### src/rtl/rr_grant_ctrl.sv
// Round-robin arbiter for eight requesters with bounded hold time.
// Grant index, one-hot decode, valid and new-grant pulse are all registered.
module rr_grant_ctrl #(
  parameter int unsigned MAX_HOLD = 16
) (
  input  logic       clk_i,
  input  logic       rst_ni,
  input  logic       en_i,
  input  logic [7:0] req_i,
  output logic       gnt_valid_o,
  output logic [2:0] gnt_idx_o,
  output logic [7:0] gnt_onehot_o,
  output logic       gnt_new_o
);

  localparam int unsigned HW = $clog2(MAX_HOLD);
  localparam logic [HW-1:0] HOLD_LAST = HW'(MAX_HOLD - 1);

  typedef enum logic {
    IDLE,
    GRANT
  } state_e;

  state_e        state_q, state_d;
  logic [2:0]    ptr_q, ptr_d;
  logic [2:0]    idx_q, idx_d;
  logic [7:0]    oh_q, oh_d;
  logic [HW-1:0] hold_q, hold_d;
  logic          new_q, new_d;

  logic [7:0]    cand;
  logic          found;
  logic [2:0]    winner;
  logic          take_new;
  logic          go_idle;

  // oh_q is zero while idle, so masking it out only removes the current holder.
  always_comb begin
    cand   = req_i & ~oh_q;
    found  = |cand;
    winner = ptr_q;
    for (int i = 7; i >= 0; i--) begin
      if (cand[ptr_q + 3'(i)]) begin
        winner = ptr_q + 3'(i);
      end
    end
  end

  always_comb begin
    state_d  = state_q;
    ptr_d    = ptr_q;
    idx_d    = idx_q;
    oh_d     = oh_q;
    hold_d   = hold_q;
    new_d    = 1'b0;
    take_new = 1'b0;
    go_idle  = 1'b0;

    case (state_q)
      IDLE: begin
        if (en_i && found) begin
          take_new = 1'b1;
        end
      end
      GRANT: begin
        if (!en_i) begin
          go_idle = 1'b1;
        end else if (!req_i[idx_q]) begin
          if (found) begin
            take_new = 1'b1;
          end else begin
            go_idle = 1'b1;
          end
        end else if ((hold_q == HOLD_LAST) && found) begin
          take_new = 1'b1;
        end else if (hold_q != HOLD_LAST) begin
          hold_d = hold_q + HW'(1);
        end
      end
      default: go_idle = 1'b1;
    endcase

    if (take_new) begin
      state_d = GRANT;
      idx_d   = winner;
      oh_d    = 8'b1 << winner;
      ptr_d   = winner + 3'd1;
      hold_d  = '0;
      new_d   = 1'b1;
    end else if (go_idle) begin
      state_d = IDLE;
      idx_d   = 3'd0;
      oh_d    = 8'h00;
      hold_d  = '0;
    end
  end

  always_ff @(posedge clk_i) begin
    if (!rst_ni) begin
      state_q <= IDLE;
      ptr_q   <= 3'd0;
      idx_q   <= 3'd0;
      oh_q    <= 8'h00;
      hold_q  <= '0;
      new_q   <= 1'b0;
    end else begin
      state_q <= state_d;
      ptr_q   <= ptr_d;
      idx_q   <= idx_d;
      oh_q    <= oh_d;
      hold_q  <= hold_d;
      new_q   <= new_d;
    end
  end

  assign gnt_valid_o  = (state_q == GRANT);
  assign gnt_idx_o    = idx_q;
  assign gnt_onehot_o = oh_q;
  assign gnt_new_o    = new_q;

endmodule
### config.mk
export PLATFORM = sky130hd
export DESIGN_NAME = rr_grant_ctrl
export DESIGN_NICKNAME = d
export VERILOG_FILES = /design/src/rtl/rr_grant_ctrl.sv
export SDC_FILE = /design/constraint.sdc
export NUM_CORES = 1
export LEC_CHECK = 0
export ABC_AREA = 1
export CORE_MARGIN = 2
export CORE_UTILIZATION = 40
export DETAILED_ROUTE_END_ITERATION = 8
export PLACE_DENSITY = 0.73
export SLEW_MARGIN = 25
export SYNTH_ARGS = -nofsm -noshare
export SYNTH_HDL_FRONTEND = slang
export SYNTH_SLANG_ARGS = --single-unit
### constraint.sdc
create_clock -name clk_i -period 3.2 [get_ports clk_i]
set_input_delay 0.32 -clock clk_i [delete_from_list [all_inputs] [get_ports clk_i]]
set_output_delay 0.32 -clock clk_i [all_outputs]
set_load 0.01 [all_outputs]
* Word level (Yosys, flattened, before mapping)
Index checks and enable logic that the tools add are counted.
** Cells by class
- Reductions and logical operators :: 6
- Bitwise operators :: 5
- $add $sub $neg :: 9
- Magnitude comparators :: 9
- Multiplexer cells :: 43
- Equal/unequal tests :: 2
- Shift-type cells :: 1
** Operators with widths (number)
- 3-bit by 4-bit less-than comparator with 1-bit output (second input constant) :: 9
- 3-bit 2-to-1 mux :: 10
- 1-bit binary-select mux with 3-bit select :: 9
- 1-bit 2-to-1 mux :: 21
- 8-bit 2-to-1 mux :: 2
- 3-bit adder (second input constant) :: 4
- 8-bit AND :: 1
- 8-bit NOT :: 1
- 8-bit OR reduction :: 1
- 1-bit by 3-bit left shift with 8-bit output (first input constant) :: 1
- 3-bit by 1-bit adder with 3-bit output (second input constant) :: 2
- 3-bit by 2-bit adder with 3-bit output (second input constant) :: 2
- 5-bit AND reduction :: 1
- 4-bit by 1-bit adder with 4-bit output (second input constant) :: 1
- 4-bit == test (second input constant) :: 1
- 4-bit != test (second input constant) :: 1
- 1-bit NOT :: 3
- 3-bit OR reduction :: 1
- 1-bit logical AND :: 2
- 1-bit one-hot mux with 2 select lines :: 1
- 2-bit nonzero test :: 1
** Word-level totals
- Bits of input ports :: 11
- Output and inout port bits :: 13
- Word-level logic and storage cells :: 81
- Register bits after elaboration :: 20

* Logic depth before layout (Yosys ltp)
Gate-level depths: netlist of run 1.
- Word-level depth :: 14
- Gate-level depth with buffers :: 21
- Gate-level depth less buffers :: 21

* Least setup slack after synthesis of run 1
OpenSTA, ideal clock, no wires.
- Path kind :: register to register
- Start :: reg ptr_q[1]
- End :: reg ptr_q[2]
- Data arrival time :: 2.366 ns
- Library setup time :: 0.122 ns
- Buffers on the path :: 1
- Period minus slack after synthesis :: 2.487 ns
- Data required time :: 3.078 ns
- Slack :: 0.713 ns
- Stages on the path, launching flop included :: 22
- Path through :: dfxtp_1 buf_2 inv_2 ha_1 inv_2 nand3_1 nand3_2 nand2_1 nand2_1 nand2_1 nand2_1 nand2_1 nand2_1 nand2_2 nand2_2 nand2_2 nand2_4 nand2_1 inv_1 ha_1 nand2_1 o31ai_1
** On the way
- Cells in the longest elaborated chain, start to end :: 12
- Elaborated cells on any way between the ends :: 32
- Classes of those cells :: 8 x add/sub; 24 x mux
** RTL lines
- start, declared :: RTL line 25 : logic [2:0] ptr_q, ptr_d;
- start signal, assigned :: RTL line 108 : ptr_q <= ptr_d;
- 3-bit adder :: RTL line 43, 44
- 1-bit binary-select mux with 3-bit select :: RTL line 43 : if (cand[ptr_q + 3'(i)]) begin
- 1-bit 2-to-1 mux (implied by the code) :: RTL line 43
- 3-bit 2-to-1 mux (7 in a row) :: RTL line 43
- 3-bit 2-to-1 mux (*) :: RTL line 43
- 3-bit by 1-bit adder with 3-bit output (*) :: RTL line 87 : ptr_d = winner + 3'd1;
Mark *: on every way between the ends. The rest lies on a longest branch, timed or not. The select of a mux whose other input is x is not followed.
A chain may end at the register's enable or synchronous reset.

* Final worst setup path of run 1
- Start :: reg ptr_q[0]
- End :: reg ptr_q[2]
Same word-level chain as after synthesis.

==> metrics.txt, run 1 <==
# TYPE chip_impl_metric gauge
chip_impl_metric{name="synth_sequential_area_ratio",unit=""} 0.241
chip_impl_info{name="clk_root_buffer_cell",value="clkbuf_8"} 1
chip_impl_metric{name="reg2reg_depth",unit=""} 18
chip_impl_metric{name="required",unit="ps"} 3360
chip_impl_metric{name="timing.max_slew.rel_slack",unit=""} 0.719
chip_impl_metric{name="grt_remaining_overflow",unit=""} 0
chip_impl_info{name="crit-reg2reg-launch",value="ptr_q[0]$_SDFFE_PN0P_"} 1
chip_impl_info{name="crit_path_start_kind",value="flip-flop"} 1
chip_impl_metric{name="yosysWarnings",unit=""} 0
chip_impl_metric{name="post_cts_resize_count",unit=""} 0
chip_impl_metric{name="setup_tns",unit="ps"} 0
chip_impl_info{name="yosys_most_used_dff",value="dfxtp_1"} 1
chip_impl_metric{name="min_delay_path_depth",unit=""} 2
chip_impl_metric{name="drt.antenna.violating_nets",unit=""} 0
chip_impl_metric{name="cts_made_buffers",unit=""} 3
chip_impl_metric{name="setup_viol",unit=""} 0
chip_impl_metric{name="final_routed_wirelength_across_all_metal_layers",unit="um"} 4400
chip_impl_metric{name="worst_path_largest_cell_delay",unit="ps"} 410
chip_impl_info{name="holdCritPathClass",value="reg2reg"} 1
chip_impl_metric{name="ys_async_sr_fraction",unit=""} 0
chip_impl_metric{name="worst_margin_pin_slew",unit="ps"} 416
chip_impl_metric{name="core",unit="sq um"} 4000
chip_impl_metric{name="hold_fix_buffers_at_cts",unit=""} 0
chip_impl_metric{name="clk_latency",unit="ps"} 270
chip_impl_info{name="outcome",value="complete, no violations"} 1
chip_impl_metric{name="grt_antenna_before_repair",unit=""} 0
chip_impl_metric{name="vias_per_cell",unit=""} 5.15
chip_impl_metric{name="drive_gt1_frac",unit=""} 0.174
chip_impl_metric{name="report.final.hold_viol_count",unit=""} 0
chip_impl_info{name="hold_path_startpoint",value="hold_q[3]$_SDFFE_PP0P_"} 1
chip_impl_metric{name="n_fill_cell",unit=""} 403
chip_impl_metric{name="synthCells",unit=""} 262
chip_impl_info{name="timing.hold.worst_endpoint",value="hold_q[3]$_SDFFE_PP0P_"} 1
chip_impl_info{name="timing.critical_path.cells",value="inv_2 -> ha_1 -> inv_2 -> nand3_1 -> nand3_1 -> nand2_2 -> a21oi_1 -> nand2_1 -> nand2_1 -> nand2_1 -> nand2_1 -> nand2_1 -> a21oi_2 -> nand2_1 -> inv_1 -> ha_1 -> nand2_1 -> o31ai_1"} 1
chip_impl_metric{name="gp_congestion",unit=""} 0.903
chip_impl_metric{name="worst_ep_arrival",unit="ps"} 2680
chip_impl_metric{name="synthesis.area_per_instance",unit="sq um"} 6.35
chip_impl_metric{name="post-route-min-period",unit="ps"} 2520
chip_impl_info{name="synth_common_cells",value="68 x nand2_1, 46 x nand3_1, 27 x inv_1"} 1
chip_impl_metric{name="holdWs",unit="ps"} 478
chip_impl_metric{name="finalClockSkew",unit="ps"} 10.8
chip_impl_metric{name="std_cell_rows",unit=""} 23
chip_impl_metric{name="detailed_place.area",unit="sq um"} 1940
chip_impl_info{name="netlist_top_cells_area",value="dfxtp_1 24%, nand2_1 15%, nand3_1 14%"} 1
chip_impl_metric{name="critPathMaxFanout",unit=""} 11
chip_impl_info{name="grt_setup_unrepaired",value="no"} 1
chip_impl_metric{name="num_vias",unit=""} 1736
chip_impl_metric{name="initial_core_utilization",unit=""} 0.416
chip_impl_info{name="cp_slowest_cell",value="ha_1"} 1
chip_impl_metric{name="cts_buffer_depth",unit=""} 2
chip_impl_metric{name="synthToLayoutAreaGrowth",unit="%"} 20.7
chip_impl_metric{name="regToRegSetupSlack",unit="ps"} 680
chip_impl_metric{name="groute.usage.overall",unit=""} 0.215
chip_impl_metric{name="first_pass_iters",unit=""} 4
chip_impl_metric{name="grt_start_max_net_pins",unit=""} 13
chip_impl_metric{name="num_io_pins",unit=""} 24
chip_impl_metric{name="die_width",unit="um"} 68.5
chip_impl_info{name="crit_path_end_kind",value="flip-flop"} 1
chip_impl_metric{name="synth_top_area_frac",unit=""} 0.241
chip_impl_metric{name="total_of_buffers_placed_on_input_and_output_ports",unit=""} 23
chip_impl_metric{name="synth.net_count",unit=""} 277
chip_impl_info{name="critical-path-top-cell-by-count",value="nand2_1"} 1
chip_impl_metric{name="syn_area",unit="sq um"} 1660
chip_impl_info{name="yosysTopAreaCell",value="dfxtp_1"} 1
chip_impl_metric{name="routedWlPerCell",unit="um"} 13.0
chip_impl_metric{name="drtIter0Drc",unit=""} 107
chip_impl_metric{name="netlist-cell-type-count",unit=""} 30
chip_impl_metric{name="timing.final.ws_setup",unit="ps"} 682
chip_impl_metric{name="power_leakage",unit="nW"} 0.957
chip_impl_info{name="regToRegEndpoint",value="ptr_q[2]$_SDFFE_PN0P_"} 1
chip_impl_metric{name="drv.max_cap_violation_count",unit=""} 0
chip_impl_metric{name="die_y",unit="um"} 68.5
chip_impl_metric{name="wire_length_of_the_first_global_routing_pass",unit="um"} 7600
chip_impl_metric{name="post-cts-setup-buffers",unit=""} 0
chip_impl_metric{name="synth_seq_cells",unit=""} 20
chip_impl_info{name="yosysMostFrequentCell",value="nand2_1"} 1
chip_impl_metric{name="drc",unit=""} 0
chip_impl_metric{name="cts.reportedPaths.clkPinSlew",unit="ps"} 80
chip_impl_metric{name="dp_slack",unit="ps"} 590
chip_impl_metric{name="diodes",unit=""} 0
chip_impl_metric{name="numClockSinks",unit=""} 20
chip_impl_metric{name="post-route-cell-area",unit="sq um"} 2010
chip_impl_metric{name="timing.fmax",unit="MHz"} 397
chip_impl_metric{name="synth_edf_count",unit=""} 0
chip_impl_info{name="tritoncts",value="built"} 1
chip_impl_metric{name="h-tree-depth",unit=""} 1
chip_impl_metric{name="power",unit="mW"} 2.48
chip_impl_info{name="timing.setup.critical_path_class",value="reg2reg"} 1
chip_impl_metric{name="ir_drop",unit="V"} 0.000615
chip_impl_metric{name="finalNetCount",unit=""} 303
chip_impl_metric{name="layout_worst_path_cycle_share",unit=""} 0.787
chip_impl_metric{name="finalMaxSlewViolations",unit=""} 0
chip_impl_metric{name="hpwlAfterDp",unit="um"} 3600
chip_impl_metric{name="power_density",unit="nW/um^2"} 1240
chip_impl_metric{name="grt_pass1_vias",unit=""} 1721
chip_impl_metric{name="die_area",unit="sq um"} 4690
-- placed cells by master, fill, tap and decap left out, types with 4 or more instances in the layout --
| cell | Yosys | layout |
|---|---|---|
| nor2_1 | 13 | 13 |
| o21ai_1 | 4 | 4 |
| ha_1 | 4 | 4 |
| o21ai_0 | 6 | 6 |
| nand2_2 | 9 | 9 |
| inv_1 | 27 | 27 |
| nand4_1 | 4 | 4 |
| dfxtp_1 | 20 | 20 |
| nand2_1 | 68 | 68 |
| clkdlybuf4s50_1 | 0 | 23 |
| a21oi_1 | 13 | 13 |
| nand3_1 | 46 | 46 |
| nand3_2 | 13 | 13 |
| inv_2 | 14 | 14 |
-- worst max-delay path: cells and delay by family, from the launching register on --
| family | cells | cell delay [ps] |
|---|---|---|
| AO/OA/AOI/OAI | 3 | 350 |
| buffers and inverters | 3 | 310 |
| flip-flops | 1 | 340 |
| adder cells (fa/ha/maj) | 2 | 620 |
| AND/OR/NAND/NOR | 10 | 780 |
-- flip-flops by register name, summed over array words and instances (netlist names) --
name	cells
gnt_idx_o	3
gnt_new_o	1
gnt_onehot_o	8
gnt_valid_o	1
hold_q	4
ptr_q	3
-- metal layers --
layer | part of all wire | routed length (um) | up-vias | GRT usage
met3 | 0.044 | 193 | 8 | 0.0244
met4 | 0.015 | 66 | 0 | 0.0800
li1 | - | - | 910 | -
met5 | 0 | 0 | - | 0
met1 | 0.49 | 2160 | 775 | 0.285
met2 | 0.45 | 1980 | 43 | 0.357
-- power breakdown --
| group | switching [mW] | internal (mW) | leakage [nW] |
|---|---|---|---|
| combinational | 1.17 | 0.647 | 0.758 |
| sequential | 0.0846 | 0.319 | 0.163 |
| clock | 0.0901 | 0.167 | 0.0357 |
| total | 1.35 | 1.13 | 0.957 |
-- worst max path at each step --
stage,from,endpoint,slack (ps),cells after the start
global placement,req_i[2],ptr_q[2]$_SDFFE_PN0P_,590,19
floorplan,ptr_q[1]$_SDFFE_PN0P_,ptr_q[2]$_SDFFE_PN0P_,710,21
finish,ptr_q[0]$_SDFFE_PN0P_,ptr_q[2]$_SDFFE_PN0P_,680,18
CTS,ptr_q[0]$_SDFFE_PN0P_,ptr_q[2]$_SDFFE_PN0P_,700,18
global route,ptr_q[0]$_SDFFE_PN0P_,ptr_q[2]$_SDFFE_PN0P_,440,18
detailed placement,req_i[2],ptr_q[2]$_SDFFE_PN0P_,590,19
-- layout make-up --
cell class	count	area, sq um	area share
Timing Repair Buffer	25	245	0.122
Multi-Input combinational cell	197	1070	0.535
Clock buffer	3	41.3	0.0206
Inverter	41	154	0.0766
Clock inverter	1	30.0	0.0150
Tap cell	50	62.6	0.0312
Sequential cell	20	400	0.199
-- cells by family (layout without fill, tap and decap cells) --
kind of cell	count (synthesis)	after routing	synth area share
buf+inv	45	70	0.114
flops	20	20	0.241
compound gates	32	32	0.111
fa+ha+maj	4	4	0.0301
xor+xnor	4	4	0.0346
simple gates	157	157	0.471
-- through the flow --
step	utilization	std cells
6_report	0.502	337
5_1_grt	0.502	337
4_1_cts	0.502	337
3_5_place_dp	0.484	333
3_3_place_gp	0.484	333
2_1_floorplan	-	262
Power figures use the tool's default switching activity.
==> run 2: changes to the inputs <==
- PLACE_DENSITY: 0.73 -> 0.75
- clock period: 3.2 -> 2.1 ns (I/O delays scaled with it)
==> run 2 against run 1 <==
Compared with the run above: the flow now finishes with violations (setup timing); clock skew is 9.4 ps lower; utilization is 17 points higher; clock-buffer cell count rose by 1; cell count increased by 13%; combinational power up 150%; setup slack worse by 840 ps; die area unchanged; sequential cell count is the same; critical path type unchanged; critical endpoint unchanged; largest cell class unchanged.
==> metrics.txt, run 2 (synthesized netlist as in run 1, its figures left out) <==
# TYPE chip_impl_metric gauge
chip_impl_info{name="commonest_non_fill_non_tap_cell_in_the_layout",value="nand2_1"} 1
chip_impl_metric{name="num_io_pins",unit=""} 24
chip_impl_info{name="grt_setup_unrepaired",value="yes"} 1
chip_impl_metric{name="post-route-min-period",unit="ps"} 2250
chip_impl_metric{name="hold_fix_buffers_at_cts",unit=""} 0
chip_impl_info{name="leading_cell_types_in_the_layout_fill_and_taps_excluded",value="59 x nand2_1, 42 x buf_4, 31 x nand3_1, 26 x inv_1, 21 x clkdlybuf4s50_1"} 1
chip_impl_info{name="violations",value="setup timing"} 1
chip_impl_metric{name="holdWs",unit="ps"} 477
chip_impl_metric{name="wire_length_of_the_first_global_routing_pass",unit="um"} 8850
chip_impl_info{name="tritoncts",value="built"} 1
chip_impl_metric{name="required",unit="ps"} 2250
chip_impl_metric{name="worst_ep_arrival",unit="ps"} 2400
chip_impl_metric{name="finalClockSkew",unit="ps"} 1.40
chip_impl_metric{name="timing.fmax",unit="MHz"} 444
chip_impl_metric{name="cts.reportedPaths.clkPinSlew",unit="ps"} 70
chip_impl_metric{name="grt_start_max_net_pins",unit=""} 12
chip_impl_metric{name="finalNetCount",unit=""} 347
chip_impl_metric{name="setup_viol",unit=""} 12
chip_impl_metric{name="die_area",unit="sq um"} 4690
chip_impl_info{name="hold_path_startpoint",value="gnt_onehot_o[4]$_SDFFE_PN0P_"} 1
chip_impl_metric{name="drv.max_cap_violation_count",unit=""} 0
chip_impl_metric{name="min_delay_path_depth",unit=""} 2
chip_impl_metric{name="hpwlAfterDp",unit="um"} 4080
chip_impl_metric{name="grt_pass1_vias",unit=""} 2040
chip_impl_metric{name="die_width",unit="um"} 68.5
chip_impl_info{name="timing.hold.worst_endpoint",value="gnt_onehot_o[4]$_SDFFE_PN0P_"} 1
chip_impl_metric{name="finalMaxSlewViolations",unit=""} 0
chip_impl_metric{name="diodes",unit=""} 0
chip_impl_info{name="timing.setup.critical_path_class",value="reg2reg"} 1
chip_impl_metric{name="number_of_flip_flops_in_the_largest_register",unit=""} 8
chip_impl_info{name="outcome",value="finished with violations"} 1
chip_impl_metric{name="placedCellCount",unit=""} 372
chip_impl_metric{name="total_of_buffers_placed_on_input_and_output_ports",unit=""} 23
chip_impl_metric{name="reg2reg_depth",unit=""} 19
chip_impl_metric{name="power",unit="mW"} 5.40
chip_impl_metric{name="worst_path_largest_cell_delay",unit="ps"} 390
chip_impl_metric{name="final_routed_wirelength_across_all_metal_layers",unit="um"} 5790
chip_impl_metric{name="std_cell_rows",unit=""} 23
chip_impl_metric{name="routedWlPerCell",unit="um"} 15.2
chip_impl_metric{name="cts_buffer_depth",unit=""} 2
chip_impl_metric{name="drt.antenna.violating_nets",unit=""} 0
chip_impl_metric{name="layout.cells.non_filler",unit=""} 381
chip_impl_metric{name="drtIter0Drc",unit=""} 154
chip_impl_metric{name="gp_congestion",unit=""} 0.972
chip_impl_metric{name="drc",unit=""} 0
chip_impl_metric{name="initial_core_utilization",unit=""} 0.416
chip_impl_metric{name="num_vias",unit=""} 2026
chip_impl_info{name="holdCritPathClass",value="reg2reg"} 1
chip_impl_metric{name="regToRegSetupSlack",unit="ps"} -150
chip_impl_metric{name="die_y",unit="um"} 68.5
chip_impl_info{name="timing.critical_path.cells",value="inv_4 -> ha_4 -> inv_8 -> nand3_4 -> nand3_4 -> nand2_2 -> nand2_1 -> nand3_1 -> nand2_1 -> nand2_1 -> nand2_1 -> nand2_1 -> nand2_2 -> a21oi_4 -> nand2_2 -> inv_2 -> ha_4 -> nand2_2 -> o31ai_1"} 1
chip_impl_metric{name="first_pass_iters",unit=""} 4
chip_impl_metric{name="critPathMaxFanout",unit=""} 6
chip_impl_metric{name="groute.usage.overall",unit=""} 0.249
chip_impl_metric{name="ir_drop",unit="V"} 0.000955
chip_impl_metric{name="cts_made_buffers",unit=""} 3
chip_impl_metric{name="worst_margin_pin_slew",unit="ps"} 330
chip_impl_info{name="cp_slowest_cell",value="dfxtp_4"} 1
chip_impl_metric{name="vias_per_cell",unit=""} 5.32
chip_impl_metric{name="synthToLayoutAreaGrowth",unit="%"} 61.1
chip_impl_metric{name="timing.final.ws_setup",unit="ps"} -154
chip_impl_metric{name="core",unit="sq um"} 4000
chip_impl_metric{name="layout_worst_path_cycle_share",unit=""} 1.07
chip_impl_metric{name="post-route-cell-area",unit="sq um"} 2680
chip_impl_info{name="crit_path_start_kind",value="flip-flop"} 1
chip_impl_metric{name="grt_remaining_overflow",unit=""} 0
chip_impl_info{name="regToRegEndpoint",value="ptr_q[2]$_SDFFE_PN0P_"} 1
chip_impl_metric{name="h-tree-depth",unit=""} 1
chip_impl_metric{name="timing.max_slew.rel_slack",unit=""} 0.779
chip_impl_info{name="clk_root_buffer_cell",value="clkbuf_8"} 1
chip_impl_metric{name="numClockSinks",unit=""} 20
chip_impl_metric{name="grt_antenna_before_repair",unit=""} 0
chip_impl_metric{name="detailed_place.area",unit="sq um"} 2310
chip_impl_metric{name="power_leakage",unit="nW"} 1.24
chip_impl_info{name="crit-reg2reg-launch",value="ptr_q[0]$_SDFFE_PN0P_"} 1
chip_impl_metric{name="drive_gt1_frac",unit=""} 0.396
chip_impl_metric{name="power_density",unit="nW/um^2"} 2020
chip_impl_metric{name="clk_latency",unit="ps"} 260
chip_impl_info{name="crit_path_end_kind",value="flip-flop"} 1
chip_impl_info{name="critical-path-top-cell-by-count",value="nand2_1"} 1
chip_impl_metric{name="report.final.hold_viol_count",unit=""} 0
==> run 2: worst max-delay path by stage <==
| stage | cells after the start | to | startpoint | slack [ps] |
|---|---|---|---|---|
| 2_1_floorplan | 18 | ptr_q[2]$_SDFFE_PN0P_ | ptr_q[1]$_SDFFE_PN0P_ | -90 |
| 3_3_place_gp | 21 | ptr_q[2]$_SDFFE_PN0P_ | req_i[2] | -290 |
| 3_5_place_dp | 21 | ptr_q[2]$_SDFFE_PN0P_ | req_i[2] | -350 |
| 4_1_cts | 17 | ptr_q[2]$_SDFFE_PN0P_ | ptr_q[0]$_SDFFE_PN0P_ | -80 |
| 5_1_grt | 19 | ptr_q[2]$_SDFFE_PN0P_ | ptr_q[0]$_SDFFE_PN0P_ | -280 |
| 6_report | 19 | ptr_q[2]$_SDFFE_PN0P_ | ptr_q[0]$_SDFFE_PN0P_ | -150 |
==> run 2: power breakdown <==
| group | total, mW | switching, mW | leakage, nW | internal, mW |
|---|---|---|---|---|
| Combinational | 4.50 | 2.55 | 1.05 | 1.95 |
| Sequential | 0.622 | 0.126 | 0.165 | 0.495 |
| Clock | 0.288 | 0.121 | 0.0288 | 0.167 |
==> run 2: through the flow <==
| step | setup WS [ps] | utilization | TNS [ps] |
|---|---|---|---|
| 2_1_floorplan | -89.4 | - | -89.4 |
| 3_5_place_dp | -354 | 0.578 | -3270 |
| 4_1_cts | -79.8 | 0.635 | -221 |
| 5_1_grt | -279 | 0.670 | -2860 |
| 3_3_place_gp | -293 | 0.578 | -2340 |
| 6_report | -154 | 0.670 | -768 |
==> run 2: timing repair <==
item / 4_1_cts / 5_1_grt
pin swaps: 13 / 7
endpoints found under the setup margin: 6 / 18
gates resized for setup: 28 / 28
setup buffers: 4 / 1
cloned: 0 / 0
==> run 2: final cells by class <==
class	instances	area, sq um
Fill cell	326	1320
Sequential cell	20	409
Clock buffer	4	55.1
Timing Repair Buffer	69	613
Inverter	41	171
Multi-Input combinational cell	197	1370
Tap cell	50	62.6
==> run 2: routing by layer <==
| layer | GRT usage | wire length [um] | part of all wire | up-vias |
|---|---|---|---|---|
| met4 | 0.0800 | 131 | 0.023 | 0 |
| met1 | 0.305 | 2420 | 0.42 | 934 |
| li1 | - | - | - | 1002 |
| met3 | 0.0227 | 299 | 0.052 | 16 |
| met2 | 0.453 | 2940 | 0.51 | 74 |
| met5 | 0 | 0 | 0 | - |
==> run 2: critical path: cells and delay by family, from the launching register on <==
kind | cells | cell delay [ps]
compound gates | 2 | 220
fa+ha+maj | 2 | 560
buf+inv | 3 | 190
flops | 1 | 390
simple gates | 12 | 750
==> run 3: changes to the inputs <==
- CTS_BUF_LIST: unset -> sky130_fd_sc_hd__clkbuf_4 sky130_fd_sc_hd__clkbuf_8
- SLEW_MARGIN: 25 -> unset
==> results of run 3 <==
The final DEF is identical to that of run 2; final timing and power are the same.
